[src/rtl/lsr_pkg.sv]
// Types and constants shared by the sample window feeder and the least-squares fit stage.
package lsr_pkg;

  localparam int SAMPLE_W          = 16;
  localparam int DEFAULT_DATA_SIZE = 8;

  typedef logic [SAMPLE_W-1:0] sample_t;

  typedef enum logic [1:0] {
    IDLE,
    FILL,
    PRESENT,
    WAIT
  } win_state_t;

  // Counter width for values 0..n-1, never narrower than one bit.
  function automatic int idx_width(input int n);
    return (n > 1) ? $clog2(n) : 1;
  endfunction

endpackage

[src/rtl/lsr_sample_window_if.sv]
// Sample stream in, frozen window out: the feeder is master, upstream source and fit stage are slave.
interface lsr_sample_window_if #(
  parameter int DATA_SIZE = lsr_pkg::DEFAULT_DATA_SIZE
);
  import lsr_pkg::*;

  logic    sample_valid;
  sample_t sample_data;
  logic    sample_ready;
  sample_t data [0:DATA_SIZE-1];
  logic    start;
  logic    fit_ack;
  logic    busy;

  modport master (
    input  sample_valid,
    input  sample_data,
    input  fit_ack,
    output sample_ready,
    output data,
    output start,
    output busy
  );

  modport slave (
    output sample_valid,
    output sample_data,
    output fit_ack,
    input  sample_ready,
    input  data,
    input  start,
    input  busy
  );

endinterface

[src/rtl/lsr_decimator.sv]
// Modulo-DECIM phase counter: flags the handshake that lands on phase 0 as the one to keep.
module lsr_decimator
  import lsr_pkg::*;
#(
  parameter int DECIM = 1
) (
  input  logic clk,
  input  logic rst_n,
  input  logic advance,
  input  logic clear,
  output logic keep
);

  localparam int DW = idx_width(DECIM);
  localparam logic [DW-1:0] LAST = DW'(DECIM - 1);

  logic [DW-1:0] phase_reg;

  assign keep = advance && (phase_reg == '0);

  // Clear wins over advance so a new window always starts on phase 0.
  always_ff @(posedge clk or negedge rst_n) begin
    if (!rst_n) begin
      phase_reg <= '0;
    end else if (clear) begin
      phase_reg <= '0;
    end else if (advance) begin
      phase_reg <= (phase_reg == LAST) ? '0 : phase_reg + 1'b1;
    end
  end

endmodule

[src/rtl/lsr_sample_window.sv]
// Fills a DATA_SIZE-deep window from a decimated sample stream, then freezes and presents it to the fit stage.
module lsr_sample_window
  import lsr_pkg::*;
#(
  parameter int DATA_SIZE = DEFAULT_DATA_SIZE,
  parameter int DECIM     = 1,
  parameter int CNT_W     = 16
) (
  input  logic                 clk,
  input  logic                 rst_n,
  input  logic                 enable,
  lsr_sample_window_if.master  bus,
  output logic [CNT_W-1:0]     window_count
);

  localparam int IW = idx_width(DATA_SIZE);
  localparam logic [IW-1:0] LAST_IDX = IW'(DATA_SIZE - 1);

  win_state_t         state_reg;
  logic               ready_reg;
  logic               start_reg;
  logic               busy_reg;
  logic [IW-1:0]      wr_idx_reg;
  logic [CNT_W-1:0]   count_reg;
  sample_t            data_reg [0:DATA_SIZE-1];

  logic handshake;
  logic keep;
  logic last_write;
  logic decim_clear;

  // sample_ready is only ever high in FILL, so a handshake implies FILL.
  assign handshake  = bus.sample_valid && ready_reg;
  assign last_write = keep && (wr_idx_reg == LAST_IDX);

  // Phase restarts when a window is released or a partial window is abandoned.
  assign decim_clear = ((state_reg == WAIT) && bus.fit_ack) ||
                       ((state_reg == FILL) && !enable && !last_write);

  lsr_decimator #(
    .DECIM (DECIM)
  ) u_decimator (
    .clk     (clk),
    .rst_n   (rst_n),
    .advance (handshake),
    .clear   (decim_clear),
    .keep    (keep)
  );

  always_ff @(posedge clk or negedge rst_n) begin
    if (!rst_n) begin
      for (int i = 0; i < DATA_SIZE; i++) begin
        data_reg[i] <= '0;
      end
    end else if ((state_reg == FILL) && keep) begin
      data_reg[wr_idx_reg] <= bus.sample_data;
    end
  end

  always_ff @(posedge clk or negedge rst_n) begin
    if (!rst_n) begin
      state_reg  <= IDLE;
      ready_reg  <= 1'b0;
      start_reg  <= 1'b0;
      busy_reg   <= 1'b0;
      wr_idx_reg <= '0;
      count_reg  <= '0;
    end else begin
      start_reg <= 1'b0;
      unique case (state_reg)
        IDLE: begin
          if (enable) begin
            state_reg <= FILL;
            ready_reg <= 1'b1;
          end
        end
        FILL: begin
          // A completing write is honoured even if enable drops in the same cycle.
          if (last_write) begin
            state_reg  <= PRESENT;
            ready_reg  <= 1'b0;
            start_reg  <= 1'b1;
            busy_reg   <= 1'b1;
            count_reg  <= count_reg + 1'b1;
            wr_idx_reg <= '0;
          end else if (!enable) begin
            state_reg  <= IDLE;
            ready_reg  <= 1'b0;
            wr_idx_reg <= '0;
          end else if (keep) begin
            wr_idx_reg <= wr_idx_reg + 1'b1;
          end
        end
        PRESENT: begin
          state_reg <= WAIT;
        end
        WAIT: begin
          if (bus.fit_ack) begin
            busy_reg   <= 1'b0;
            wr_idx_reg <= '0;
            ready_reg  <= enable;
            state_reg  <= enable ? FILL : IDLE;
          end
        end
        default: begin
          state_reg <= IDLE;
          ready_reg <= 1'b0;
        end
      endcase
    end
  end

  assign bus.sample_ready = ready_reg;
  assign bus.start        = start_reg;
  assign bus.busy         = busy_reg;
  assign window_count     = count_reg;

  generate
    for (genvar gi = 0; gi < DATA_SIZE; gi++) begin : g_data_out
      assign bus.data[gi] = data_reg[gi];
    end
  endgenerate

endmodule

[src/flat_wrapper.sv]
// flat-port wrapper written by rule: the top's interface ports become plain ports
module lsr_sample_window_flat import lsr_pkg::*;
#(
  parameter int DATA_SIZE = DEFAULT_DATA_SIZE,
  parameter int DECIM     = 1,
  parameter int CNT_W     = 16
)
  (clk, rst_n, enable, window_count, bus_sample_valid, bus_sample_data, bus_fit_ack, bus_sample_ready, bus_data, bus_start, bus_busy);
  lsr_sample_window_if #(.DATA_SIZE(DATA_SIZE)) bus_i ();
  input  logic clk;
  input  logic rst_n;
  input  logic enable;
  output logic [CNT_W-1:0] window_count;
  input wire logic [$bits(bus_i.sample_valid)-1:0] bus_sample_valid;
  input wire logic [$bits(bus_i.sample_data)-1:0] bus_sample_data;
  input wire logic [$bits(bus_i.fit_ack)-1:0] bus_fit_ack;
  output wire logic [$bits(bus_i.sample_ready)-1:0] bus_sample_ready;
  output wire logic [$bits(bus_i.data)-1:0] bus_data;
  output wire logic [$bits(bus_i.start)-1:0] bus_start;
  output wire logic [$bits(bus_i.busy)-1:0] bus_busy;
  assign bus_i.sample_valid = bus_sample_valid;
  assign bus_i.sample_data = bus_sample_data;
  assign bus_i.fit_ack = bus_fit_ack;
  assign bus_sample_ready = bus_i.sample_ready;
  assign bus_data = {>>{bus_i.data}};
  assign bus_start = bus_i.start;
  assign bus_busy = bus_i.busy;
  lsr_sample_window #(.DATA_SIZE(DATA_SIZE), .DECIM(DECIM), .CNT_W(CNT_W)) u_core (.clk(clk), .rst_n(rst_n), .enable(enable), .bus(bus_i), .window_count(window_count));
endmodule
[config.mk]
export PLATFORM = sky130hd
export DESIGN_NAME = lsr_sample_window_flat
export DESIGN_NICKNAME = d
export VERILOG_FILES = /design/src/rtl/lsr_pkg.sv /design/src/rtl/lsr_sample_window_if.sv /design/src/rtl/lsr_decimator.sv /design/src/rtl/lsr_sample_window.sv /design/src/flat_wrapper.sv
export SDC_FILE = /design/constraint.sdc
export NUM_CORES = 1
export LEC_CHECK = 0
export BUFFER_PORTS_ARGS = -buffer_cell sky130_fd_sc_hd__buf_2
export CAP_MARGIN = 10
export CORE_MARGIN = 4
export CORE_UTILIZATION = 45
export DETAILED_ROUTE_END_ITERATION = 8
export PLACE_DENSITY = 0.68
export SYNTH_ARGS = -nofsm -noshare
export SYNTH_HDL_FRONTEND = slang
export SYNTH_SLANG_ARGS = --single-unit
[constraint.sdc]
create_clock -name clk -period 4.05 [get_ports clk]
set_clock_uncertainty 0.2 [all_clocks]
set_input_delay 0 -clock clk [delete_from_list [all_inputs] [get_ports clk]]
set_output_delay 0 -clock clk [all_outputs]
set_load 0.02 [all_outputs]
=== Word level (Yosys, flattened, before mapping) ===
Cells that the tools add are included.

* Word-level logic and storage cells: 78
* Output and inout bits: 147
* Register bits: 153

* Equality and inequality tests: 9
* Magnitude comparators: 2
* Reductions and logical operators: 20
* Muxes and demuxes: 27
* Bitwise operators: 2
* $add $sub $neg: 3

{| class="wikitable"
|+ Operator list
! kind !! number
|-
| bitwise mux 128 bit || 1
|-
| demux 16 bit (select 3 bit) || 1
|-
| adder 16 x 1 -> 16 bit (second input constant) || 1
|-
| 2-to-1 mux 16 bit || 1
|-
| 2-to-1 mux 1 bit || 12
|-
| 2-to-1 mux 3 bit || 4
|-
| AND reduction 3 bit || 3
|-
| logical AND 1 bit || 8
|-
| 2-to-1 mux 2 bit || 4
|-
| one-hot mux 2 bit (4 select lines) || 1
|-
| one-hot mux 3 bit (2 select lines) || 1
|-
| == test 2 bit (second input constant) || 2
|-
| greater-or-equal comparator 4 bit (second input constant) || 1
|-
| < comparator 4 x 1 -> 1 bit (second input constant) || 1
|-
| inequality test 2 bit (second input constant) || 2
|-
| inequality test 4 x 2 -> 1 bit (second input constant) || 1
|-
| NOT 3 -> 4 bit || 1
|-
| AND reduction 4 bit || 1
|-
| nonzero test 2 bit || 2
|-
| adder 3 x 1 -> 3 bit (second input constant) || 1
|-
| == test 3 bit (second input constant) || 1
|-
| inequality test 3 x 2 -> 1 bit (second input constant) || 1
|-
| one-hot mux 1 bit (3 select lines) || 1
|-
| nonzero test 3 bit || 1
|-
| other kinds (9) || 10
|}

=== Longest topological paths before layout ===
Gate-level depths: netlist (run 1).

* Word-level depth: 7
* Mapped depth: 7

=== Cells and area by module ===
A second synthesis (run 1) with hierarchy kept.

* Cell total of the unflattened synthesis: 382
* Area, all modules: 5,992.0 sq um

{| class="wikitable"
|+ Modules (own cells, without submodules)
! module !! area each (sq um) !! instances !! cells an instance
|-
| lsr_sample_window || 5,984.5 || 1 || 381
|-
| lsr_decimator || 7.5 || 1 || 1
|}

=== Least setup slack after synthesis (run 1) ===
No wires, ideal clock.

* Path kind: register to register
* Start point: reg u_core.ready_reg, in the netlist u_core.bus.sample_ready
* End point: reg u_core.data_reg (netlist bit u_core.bus.data[53])
* Buffers on the path: 2
* Stages on the path, launching flop included: 7
* Arrival time: 1.960 ns
* Library setup time: 0.125 ns
* Setup slack: 1.765 ns
* Required time: 3.725 ns
* Path through: dfrtp_1 nand3_2 or3_1 buf_6 nor3b_4 buf_8 mux2_2

* Cells in the longest elaborated chain, start to end: 3

{| class="wikitable"
|+ RTL lines
! what !! RTL line !! source
|-
| start, declared || lsr_sample_window.sv:20 || <nowiki>logic ready_reg;</nowiki>
|-
| start signal, assigned || lsr_sample_window.sv:101 || <nowiki>ready_reg <= enable;</nowiki>
|-
| logical AND 1 bit || lsr_sample_window.sv:33 || <nowiki>assign handshake = bus.sample_valid && ready_reg;</nowiki>
|-
| logical AND 1 bit || lsr_decimator.sv:19 || <nowiki>assign keep = advance && (phase_reg == '0);</nowiki>
|-
| logical AND 1 bit || lsr_sample_window.sv:55 || <nowiki>end else if ((state_reg == FILL) && keep) begin</nowiki>
|-
| end signal, assigned by index || lsr_sample_window.sv:56 || <nowiki>data_reg[wr_idx_reg] <= bus.sample_data;</nowiki>
|-
| end, declared || lsr_sample_window.sv:25 || <nowiki>sample_t data_reg [0:DATA_SIZE-1];</nowiki>
|}

No other way between the ends.
A chain may end at the register's enable or synchronous reset.

=== Worst setup path after layout (run 1) ===
* Start point: reg u_core.wr_idx_reg[1]
* End point: reg u_core.count_reg[14], in the netlist u_core.window_count[14]

* Cells in the longest elaborated chain, start to end: 3

{| class="wikitable"
|+ RTL lines
! what !! RTL line !! source
|-
| start, declared || lsr_sample_window.sv:23 || <nowiki>logic [IW-1:0] wr_idx_reg;</nowiki>
|-
| start signal, assigned || lsr_sample_window.sv:91 || <nowiki>wr_idx_reg <= wr_idx_reg + 1'b1;</nowiki>
|-
| == test 3 bit || lsr_sample_window.sv:34 || <nowiki>assign last_write = keep && (wr_idx_reg == LAST_IDX);</nowiki>
|-
| logical AND 1 bit || lsr_sample_window.sv:34 ||
|-
| AND reduction 2 bit (no source line) || - ||
|-
| end signal, assigned || lsr_sample_window.sv:84 || <nowiki>count_reg <= count_reg + 1'b1;</nowiki>
|-
| end, declared || lsr_sample_window.sv:24 || <nowiki>logic [CNT_W-1:0] count_reg;</nowiki>
|}

No other way between the ends.

==> metrics.txt, run 1 <==
Critical Path Fanout Max 10; CTS Sinks between 150 and 200; RSZ-0062 raised after global routing no; Worst Slack Setup Final approximately 1.2 ns; post-synthesis sequential area ratio between 60% and 70%; R2R Setup Slk approximately 1.2 ns; first-pass GRT wire length between 20000 and 25000 um; Leak Pwr roughly 0.004 uW; CP cell instances ha_1, ha_1, nand4_1, nor4b_1, nand4_1, xnor2_1; r2r endpoint u_core.window_count[14]; Longest Clk Path Bufs 2; Antenna diodes 0; Worst EP required just over 4 ns; Max Slew Vio Count 0; Avg Synthesized Cell Area 15.6 um2; IO Count about 170; CP max stage cell nor4b_1; antenna viol nets, final 0; Resized Gates After CTS 0; compound-gate portion of the synthesized area under 10%; max reg flops 128; remaining global-route overflow 0; Synth Cell Area about 6000 um2; commonest cells after routing, fill and taps aside buf_2, dfrtp_1, mux2_2; hold crit path type primary input to async pin; reg-to-reg startpoint u_core.wr_idx_reg[1]; Crit Path Class flop to flop; CTS tree yes; Worst Setup Start Kind flop; endpoints failing hold 0; HPWL Detailed 9530 um; cts bufs inserted 17; commonest non-fill, non-tap cell in the layout buf_2; simple-gate share of the synthesized area 5.16%; Initial DRC Count 171; worst slew pin tran ~1.2 ns; largest net degree at the start of global routing 97; die area roughly 15000 um2; final worst path period share a little over two thirds; Pre-antenna DRT Iters 4; Max VDD drop roughly 0.36 mV; Initial Util 46.4%; status complete, no violations; maxcap violations 0; DR DRC count 0; P&R area growth vs syn 28.9%; H-tree depth 4; XOR/XNOR Fraction of Synth Area under 10%; I/O Buffers between 150 and 200; yosys warns 0; Syn Inst Count 380; net count after synthesis 404; Layout Nets around 600; mux cell area share after synthesis between 20% and 30%; Setup Total Neg Slack 0 ns; worst slack, placed 1.26 ns; share of layout cells above drive strength 1 between 50% and 60%; Cell variety after synth 37; Adder-Cell Fraction of Synth Area less than 1%; r2r worst-path depth 6; # rows 41; crit end category flop; Vias approximately 3900; Die H 123 um; vias in the first global route roughly 4000; Worst Path Arrival ~2.9 ns; Die Width roughly 120 um; Crit path largest cell delay between 0.9 and 1 ns; minimum clock period about 2.8 ns; main combinational cell family by area after synthesis multiplexers; Max-slew headroom a little over a fifth; Setup Viol. Count Final 0; PwrDens between 500 and 600 nW/um2; clock-pin slew on the worst setup and hold paths 0.05 ns; vias per inst approximately 5.1; Placer Congestion 0.766; clk_lat worst skew roughly 0.42 ns; CORE AREA 12800 um2; Max Freq roughly 0.35 GHz; Root Buffer clkbuf_16; GRT Total Usage about a fifth; final WL 14000 um; drt wl/cell around 18 um; initial antenna violation count 0; Yosys reg bits 152
-- area by class of cell --
| type | count | area (um2) |
|---|---|---|
| inverter | 7 | 26.3 |
| fill | 1009 | 5140 |
| timing repair buffer | 192 | 1080 |
| sequential | 152 | 3800 |
| multi-input combinational | 208 | 2010 |
| clock buffer | 24 | 472 |
| tap | 172 | 215 |
| clock inverter | 5 | 25.0 |
-- metrics by stage --
| step | hold slack, ns | util [%] | instances | cell area (um2) | power [uW] |
|---|---|---|---|---|---|
| finish | 0.0346 | 59.8 | 760 | 7630 | 4360 |
| global route | 0.108 | 59.8 | 760 | 7630 | 4560 |
| detailed placement | -0.0579 | 54.1 | 709 | 6920 | 3030 |
| floorplan | -0.496 | - | 380 | 5920 | 2590 |
| global placement | -0.0595 | 54.1 | 709 | 6920 | 3010 |
| CTS | 0.0700 | 59.8 | 760 | 7630 | 4410 |
-- layer usage --
layer	up-vias	routed length (um)	global-route usage [%]
met3	18	982	6.04
met4	0	165	5.95
met1	1966	6030	25.4
met5	-	0	0
li1	1766	-	-
met2	125	6810	31.3
-- Yosys cell counts, drive strengths merged --
cell type  number  area, um2
a21o            1       7.51
a21oi           4       20.0
a22o            2       17.5
a31oi           1       6.26
and2            1       7.51
and4            1       8.76
buf             7       62.6
clkbuf          6       23.8
dfrtp         152       3800
ha              3       37.5
inv             7       26.3
mux2          129       1450
nand2          13       48.8
nand2b          1       6.26
nand3          10       55.1
nand3b          2       15.0
nand4           7       43.8
nor2            5       21.3
nor3            2       21.3
nor3b           3       50.1
nor4            2       12.5
nor4b           1       8.76
o211ai          1       7.51
o21ai           1       5.00
o22ai           1       6.26
o311ai          1       8.76
or3             1       6.26
xnor2          13        114
xor2            2       17.5
-- how the worst max path moves through the flow --
| stage | slack [ns] | endpoint | startpoint |
|---|---|---|---|
| floorplan | 1.77 | u_core.bus.data[53] | u_core.bus.sample_ready |
| global placement | 1.40 | u_core.window_count[14] | u_core.wr_idx_reg[1] |
| detailed placement | 1.26 | u_core.window_count[14] | u_core.wr_idx_reg[1] |
| CTS | 1.24 | u_core.window_count[14] | u_core.wr_idx_reg[1] |
| global route | 1.03 | u_core.window_count[14] | u_core.wr_idx_reg[1] |
| finish | 1.21 | u_core.window_count[14] | u_core.wr_idx_reg[1] |
-- cell families after synthesis --
logic type,Yosys count
flip-flops,152
AND/OR/NAND/NOR,49
multiplexers,129
adder cells (fa/ha/maj),3
XOR/XNOR,15
AO/OA/AOI/OAI,12
buffers and inverters,20
-- critical path, delay by kind of cell (launching register included) --
family | cells | cell delay, ns
simple gates | 3 | 1.37
flops | 1 | 0.58
fa+ha+maj | 2 | 0.39
xor+xnor | 1 | 0.18
-- power breakdown --
part	switching, uW	total [uW]	internal [uW]
Sequential	164	1960	1800
Combinational	617	1040	425
Clock	553	1350	798
Total	1330	4360	3020
-- timing repair --
action	4_1_cts	5_1_grt
hold endpoints to repair	231	0
hold buffers	22	0
buffers inserted	0	0
endpoints found under the setup margin	0	0
Note: power is estimated with default switching activity, not from simulation.
==> run 2, diff against run 1 <==
--- a/config.mk
+++ b/config.mk
@@ -10,7 +10,7 @@
 export CORE_MARGIN = 4
 export CORE_UTILIZATION = 45
 export DETAILED_ROUTE_END_ITERATION = 8
-export PLACE_DENSITY = 0.68
+export PLACE_DENSITY = 0.7
 export SYNTH_ARGS = -nofsm -noshare
 export SYNTH_HDL_FRONTEND = slang
 export SYNTH_SLANG_ARGS = --single-unit
==> constraint.sdc (replaced) <==
create_clock -name clk -period 2.6 [get_ports clk]
set_clock_uncertainty 0.2 [all_clocks]
set_input_delay 0 -clock clk [delete_from_list [all_inputs] [get_ports clk]]
set_output_delay 0 -clock clk [all_outputs]
set_load 0.02 [all_outputs]
==> metrics.txt, run 2 (same netlist as run 1, synthesis figures left out) <==
CP cell instances nand3_2, or3_1, nor3b_4, buf_4, mux2_2; register share of total power between 40% and 50%; Worst Setup Start Kind flop; vias in the first global route between 4000 and 5000; vias per inst 5.04; Worst Slack Setup Final ~0.35 ns; Crit Path Class flop to flop; Vias between 3000 and 4000; GRT Total Usage 19.9%; R2R Setup Slk approximately 0.35 ns; Layout Nets roughly 600; Max-slew headroom between 40 and 50%; P&R area growth vs syn 32.3%; CTS tree yes; PwrDens 904 nW/um2; Crit path largest cell delay around 0.48 ns; Die H roughly 120 um; Root Buffer clkbuf_16; remaining global-route overflow 0; DR DRC count 0; r2r endpoint u_core.bus.data[83]; worst slew pin tran about 0.77 ns; Die Width around 120 um; max reg flops approximately 130; Pre-antenna DRT Iters 4; endpoints failing hold 0; Int Pwr 4960 uW; RSZ-0062 raised after global routing no; status complete, no violations; hold crit path type primary input to async pin; crit end category flop; initial antenna violation count 0; Max Slew Vio Count 0; antenna viol nets, final 0; CORE AREA approximately 13000 um2; I/O Buffers around 170; first-pass GRT wire length about 23000 um; Setup Total Neg Slack 0 ns; clock-pin slew on the worst setup and hold paths approximately 0.06 ns; Worst Path Arrival ~2.4 ns; Critical Path Fanout Max 16; clk_lat worst skew 0.42 ns; Resized Gates After CTS 0; # rows roughly 40; Antenna diodes 0; Max VDD drop 0.537 mV; worst slack, placed ~0.36 ns; H-tree depth 4; Initial DRC Count roughly 210; maxcap violations 0; r2r worst-path depth 5; Clock power frac between 30% and 40%; Sw Share 30.0%; final WL about 14000 um; Leak Pwr about 0.0042 uW; drt wl/cell around 18 um; CTS Sinks 152; Max Freq between 0.4 and 0.5 GHz; cts bufs inserted 17; share of layout cells above drive strength 1 57.9%; reg-to-reg startpoint u_core.state_reg[0]; die area 15100 um2; largest net degree at the start of global routing 86; Combinational Power Share 23.3%; Switch Pwr ~2100 uW; Worst EP required between 2 and 3 ns; Setup Viol. Count Final 0; CP max stage cell dfrtp_1; commonest non-fill, non-tap cell in the layout buf_2; minimum clock period 2.25 ns; final worst path period share between 80% and 90%; Initial Util ~46%; worst setup path start u_core.state_reg[0]; HPWL Detailed about 9700 um; IO Count around 170; Longest Clk Path Bufs 2; commonest cells after routing, fill and taps aside buf_2, dfrtp_1, mux2_2; Placer Congestion 0.781
[run 2: cell type report]
cell class,instances,area (um2)
Fill cell,1012,4940
Multi-Input combinational cell,208,2010
Sequential cell,152,3800
Timing Repair Buffer,207,1210
Clock buffer,23,478
Inverter,7,26.3
Clock inverter,9,97.6
Tap cell,172,215
[run 2: worst max-delay path by stage]
stage | endpoint | slack (ns) | cells after the start
5_1_grt | u_core.bus.data[92] | 0.25 | 5
3_3_place_gp | u_core.bus.data[87] | 0.43 | 5
6_report | u_core.bus.data[83] | 0.35 | 5
4_1_cts | u_core.bus.data[91] | 0.36 | 5
2_1_floorplan | u_core.bus.data[53] | 0.32 | 6
3_5_place_dp | u_core.bus.data[83] | 0.36 | 5
[run 2: repair_timing]
item	4_1_cts	5_1_grt
setup buffers	0	0
endpoints found under the setup margin	0	0
endpoints found under the hold margin	272	0
hold buffers	21	0
[run 2: per-layer routing]
metal / vias up / global-route usage, % / wire length (um)
li1: 1784 / - / -
met1: 1994 / 26.2 / 6020
met2: 120 / 31.7 / 7040
met3: 23 / 5.35 / 800
met4: 0 / 7.21 / 315
met5: - / 0 / 0
[run 2: power by group through the flow]
| stage | Combinational [uW] | Clock, uW | Sequential [uW] |
|---|---|---|---|
| 2_1_floorplan | 444 | 0 | 3590 |
| 3_5_place_dp | 1650 | 0 | 3090 |
| 4_1_cts | 1680 | 2450 | 3050 |
| 5_1_grt | 1770 | 2570 | 3100 |
| 3_3_place_gp | 1620 | 0 | 3070 |
| 6_report | 1650 | 2380 | 3050 |
[run 2: critical path, delay by kind of cell (launching register included)]
family                 cells  cell delay [ns]
AND/OR/NAND/NOR            3             0.80
multiplexers               1             0.36
buffers and inverters      1             0.27
flip-flops                 1             0.48
[run 2: per-stage QoR]
step | instances | total power, uW | utilization, % | hold WS, ns | instance area (um2)
after CTS | 778 | 7180 | 61.3 | 0.0316 | 7830
after global placement | 725 | 4690 | 55.2 | -0.101 | 7050
final | 778 | 7080 | 61.3 | 0.0233 | 7830
after detailed placement | 725 | 4740 | 55.2 | -0.0942 | 7050
after global routing | 778 | 7440 | 61.3 | 0.0817 | 7830
after floorplan | 380 | 4040 | - | -0.496 | 5920
==> run 3, diff against run 2 <==
--- a/config.mk
+++ b/config.mk
@@ -8,9 +8,9 @@
 export BUFFER_PORTS_ARGS = -buffer_cell sky130_fd_sc_hd__buf_2
 export CAP_MARGIN = 10
 export CORE_MARGIN = 4
-export CORE_UTILIZATION = 45
+export CORE_UTILIZATION = 47
 export DETAILED_ROUTE_END_ITERATION = 8
-export PLACE_DENSITY = 0.7
+export PLACE_DENSITY = 0.73
 export SYNTH_ARGS = -nofsm -noshare
 export SYNTH_HDL_FRONTEND = slang
 export SYNTH_SLANG_ARGS = --single-unit
==> metrics.txt, run 3 (same netlist as run 1, synthesis figures left out) <==
status complete, no violations; Antenna diodes 0; Switch Pwr around 2100 uW; clk_lat worst skew 0.42 ns; I/O Buffers between 150 and 200; hold endpoint u_core.bus.data[126]; # fillers about 950; die area roughly 14000 um2; Die Width 120 um; CORE AREA between 10000 and 15000 um2; CP cell instances nand3_2, or3_1, nor3b_4, buf_4, mux2_2; PwrDens between 900 and 1000 nW/um2; Leak Pwr roughly 0.0043 uW; antenna viol nets, final 0; register share of total power a little over two fifths; Setup Fix Bufs, Post-CTS 0; remaining global-route overflow 0; Int Pwr 5160 uW; Clock power frac a little over a third; Longest Clk Path Bufs 2; fin cells 778; Worst Setup Start Kind flop; maxcap violations 0; vias in the first global route 4176; minimum clock period about 2.3 ns; Combinational Power Share between 20% and 30%; Layout Nets around 620; Root Buffer clkbuf_16; DR DRC count 0; Worst EP required about 2.7 ns; max reg flops 128; hold_sp bus_sample_data[14]; Critical Path Fanout Max 16; Sw Share between 20% and 30%; Max Freq 0.441 GHz; HPWL Detailed between 9000 and 10000 um; GRT Total Usage roughly a fifth; CTS tree yes; crit end category flop; vias per inst ~5.1; Initial DRC Count approximately 180; final WL 13700 um; Max VDD drop between 0.5 and 0.6 mV; placed insts 724; initial antenna violation count 0; Crit path largest cell delay about 0.47 ns; worst slew pin tran just over 0.7 ns; RSZ-0062 raised after global routing no; hold crit path type primary input to flop; commonest non-fill, non-tap cell in the layout buf_2; Final Util 65.0%; r2r endpoint u_core.bus.data[92]; area taken by multi-input logic gates between 2000 and 2500 um2; Crit Path Class flop to flop; first-pass GRT wire length roughly 22000 um; commonest cells after routing, fill and taps aside buf_2, dfrtp_1, mux2_2; drt wl/cell 17.6 um; final worst path period share between 80% and 90%; Die H around 120 um; Vias a little under 4000; Max Slew Vio Count 0; largest net degree at the start of global routing 71; share of layout cells above drive strength 1 57.9%; R2R Setup Slk roughly 0.33 ns; CP max stage cell dfrtp_1; H-tree depth 4; cts bufs inserted 17; reg-to-reg startpoint u_core.bus.sample_ready; clock-pin slew on the worst setup and hold paths about 0.060 ns; Initial Util 48.7%; Hold Path Cell Cnt 3; P&R area growth vs syn 33.6%; Worst Path Arrival between 2 and 2.5 ns; Setup Viol. Count Final 0; Max-slew headroom ~52%; CTS Sinks approximately 150; Placer Congestion around 0.77; endpoints failing hold 0; register area between 3000 and 4000 um2; # rows 40; Pre-antenna DRT Iters 4; r2r worst-path depth 5; Setup Total Neg Slack 0 ns; IO Count approximately 170
run 3: layer usage:
| metal | part of all wire [%] | GRT usage [%] | up-vias |
|---|---|---|---|
| met4 | 2.1 | 8.36 | 0 |
| met1 | 44 | 25.9 | 2011 |
| met5 | 0 | 0 | - |
| li1 | - | - | 1785 |
| met2 | 48 | 32.2 | 117 |
| met3 | 5.3 | 5.10 | 21 |
run 3: area by class of cell:
type | instances | area share, %
clock buffer | 24 | 6.09
clock inverter | 8 | 1.80
inverter | 7 | 0.332
multi-input combinational | 208 | 25.4
sequential | 152 | 48.1
tap | 168 | 2.66
timing repair buffer | 211 | 15.7
run 3: repair_timing:
item                                    in CTS  in global routing
resized for setup                            0                  0
endpoints found under the setup margin       0                  0
hold buffers                                22                  0
endpoints found under the hold margin      289                  0
run 3: worst max-delay path, delay by kind of cell, from the launching register on:
kind	cells	cell delay (ns)
buf+inv	1	0.28
flops	1	0.47
simple gates	3	0.82
mux	1	0.37
run 3: worst max path at each step:
stage | cells past startpoint | end | slack [ns] | start
3_3_place_gp | 5 | u_core.bus.data[89] | 0.43 | u_core.bus.sample_ready
2_1_floorplan | 6 | u_core.bus.data[53] | 0.32 | u_core.bus.sample_ready
5_1_grt | 5 | u_core.bus.data[86] | 0.22 | u_core.state_reg[0]
6_report | 5 | u_core.bus.data[92] | 0.33 | u_core.bus.sample_ready
3_5_place_dp | 5 | u_core.bus.data[81] | 0.35 | u_core.bus.sample_ready
4_1_cts | 5 | u_core.bus.data[92] | 0.33 | u_core.bus.sample_ready
run 3: power by group through the flow:
stage	combinational, uW	clock [uW]	sequential, uW
final	1660	2570	3040
after global routing	1770	2740	3090
after CTS	1690	2620	3040
after detailed placement	1660	0	3080
after global placement	1620	0	3060
after floorplan	444	0	3590
run 3: metrics by stage:
step	hold slack [ns]	power [uW]	worst slack [ns]	instance area, um2
after floorplan	-0.496	4040	0.315	5920
after global placement	-0.165	4690	0.427	7070
after detailed placement	-0.156	4740	0.355	7070
after CTS	0.237	7350	0.330	7910
after global routing	0.276	7610	0.223	7910
final	0.271	7270	0.332	7910
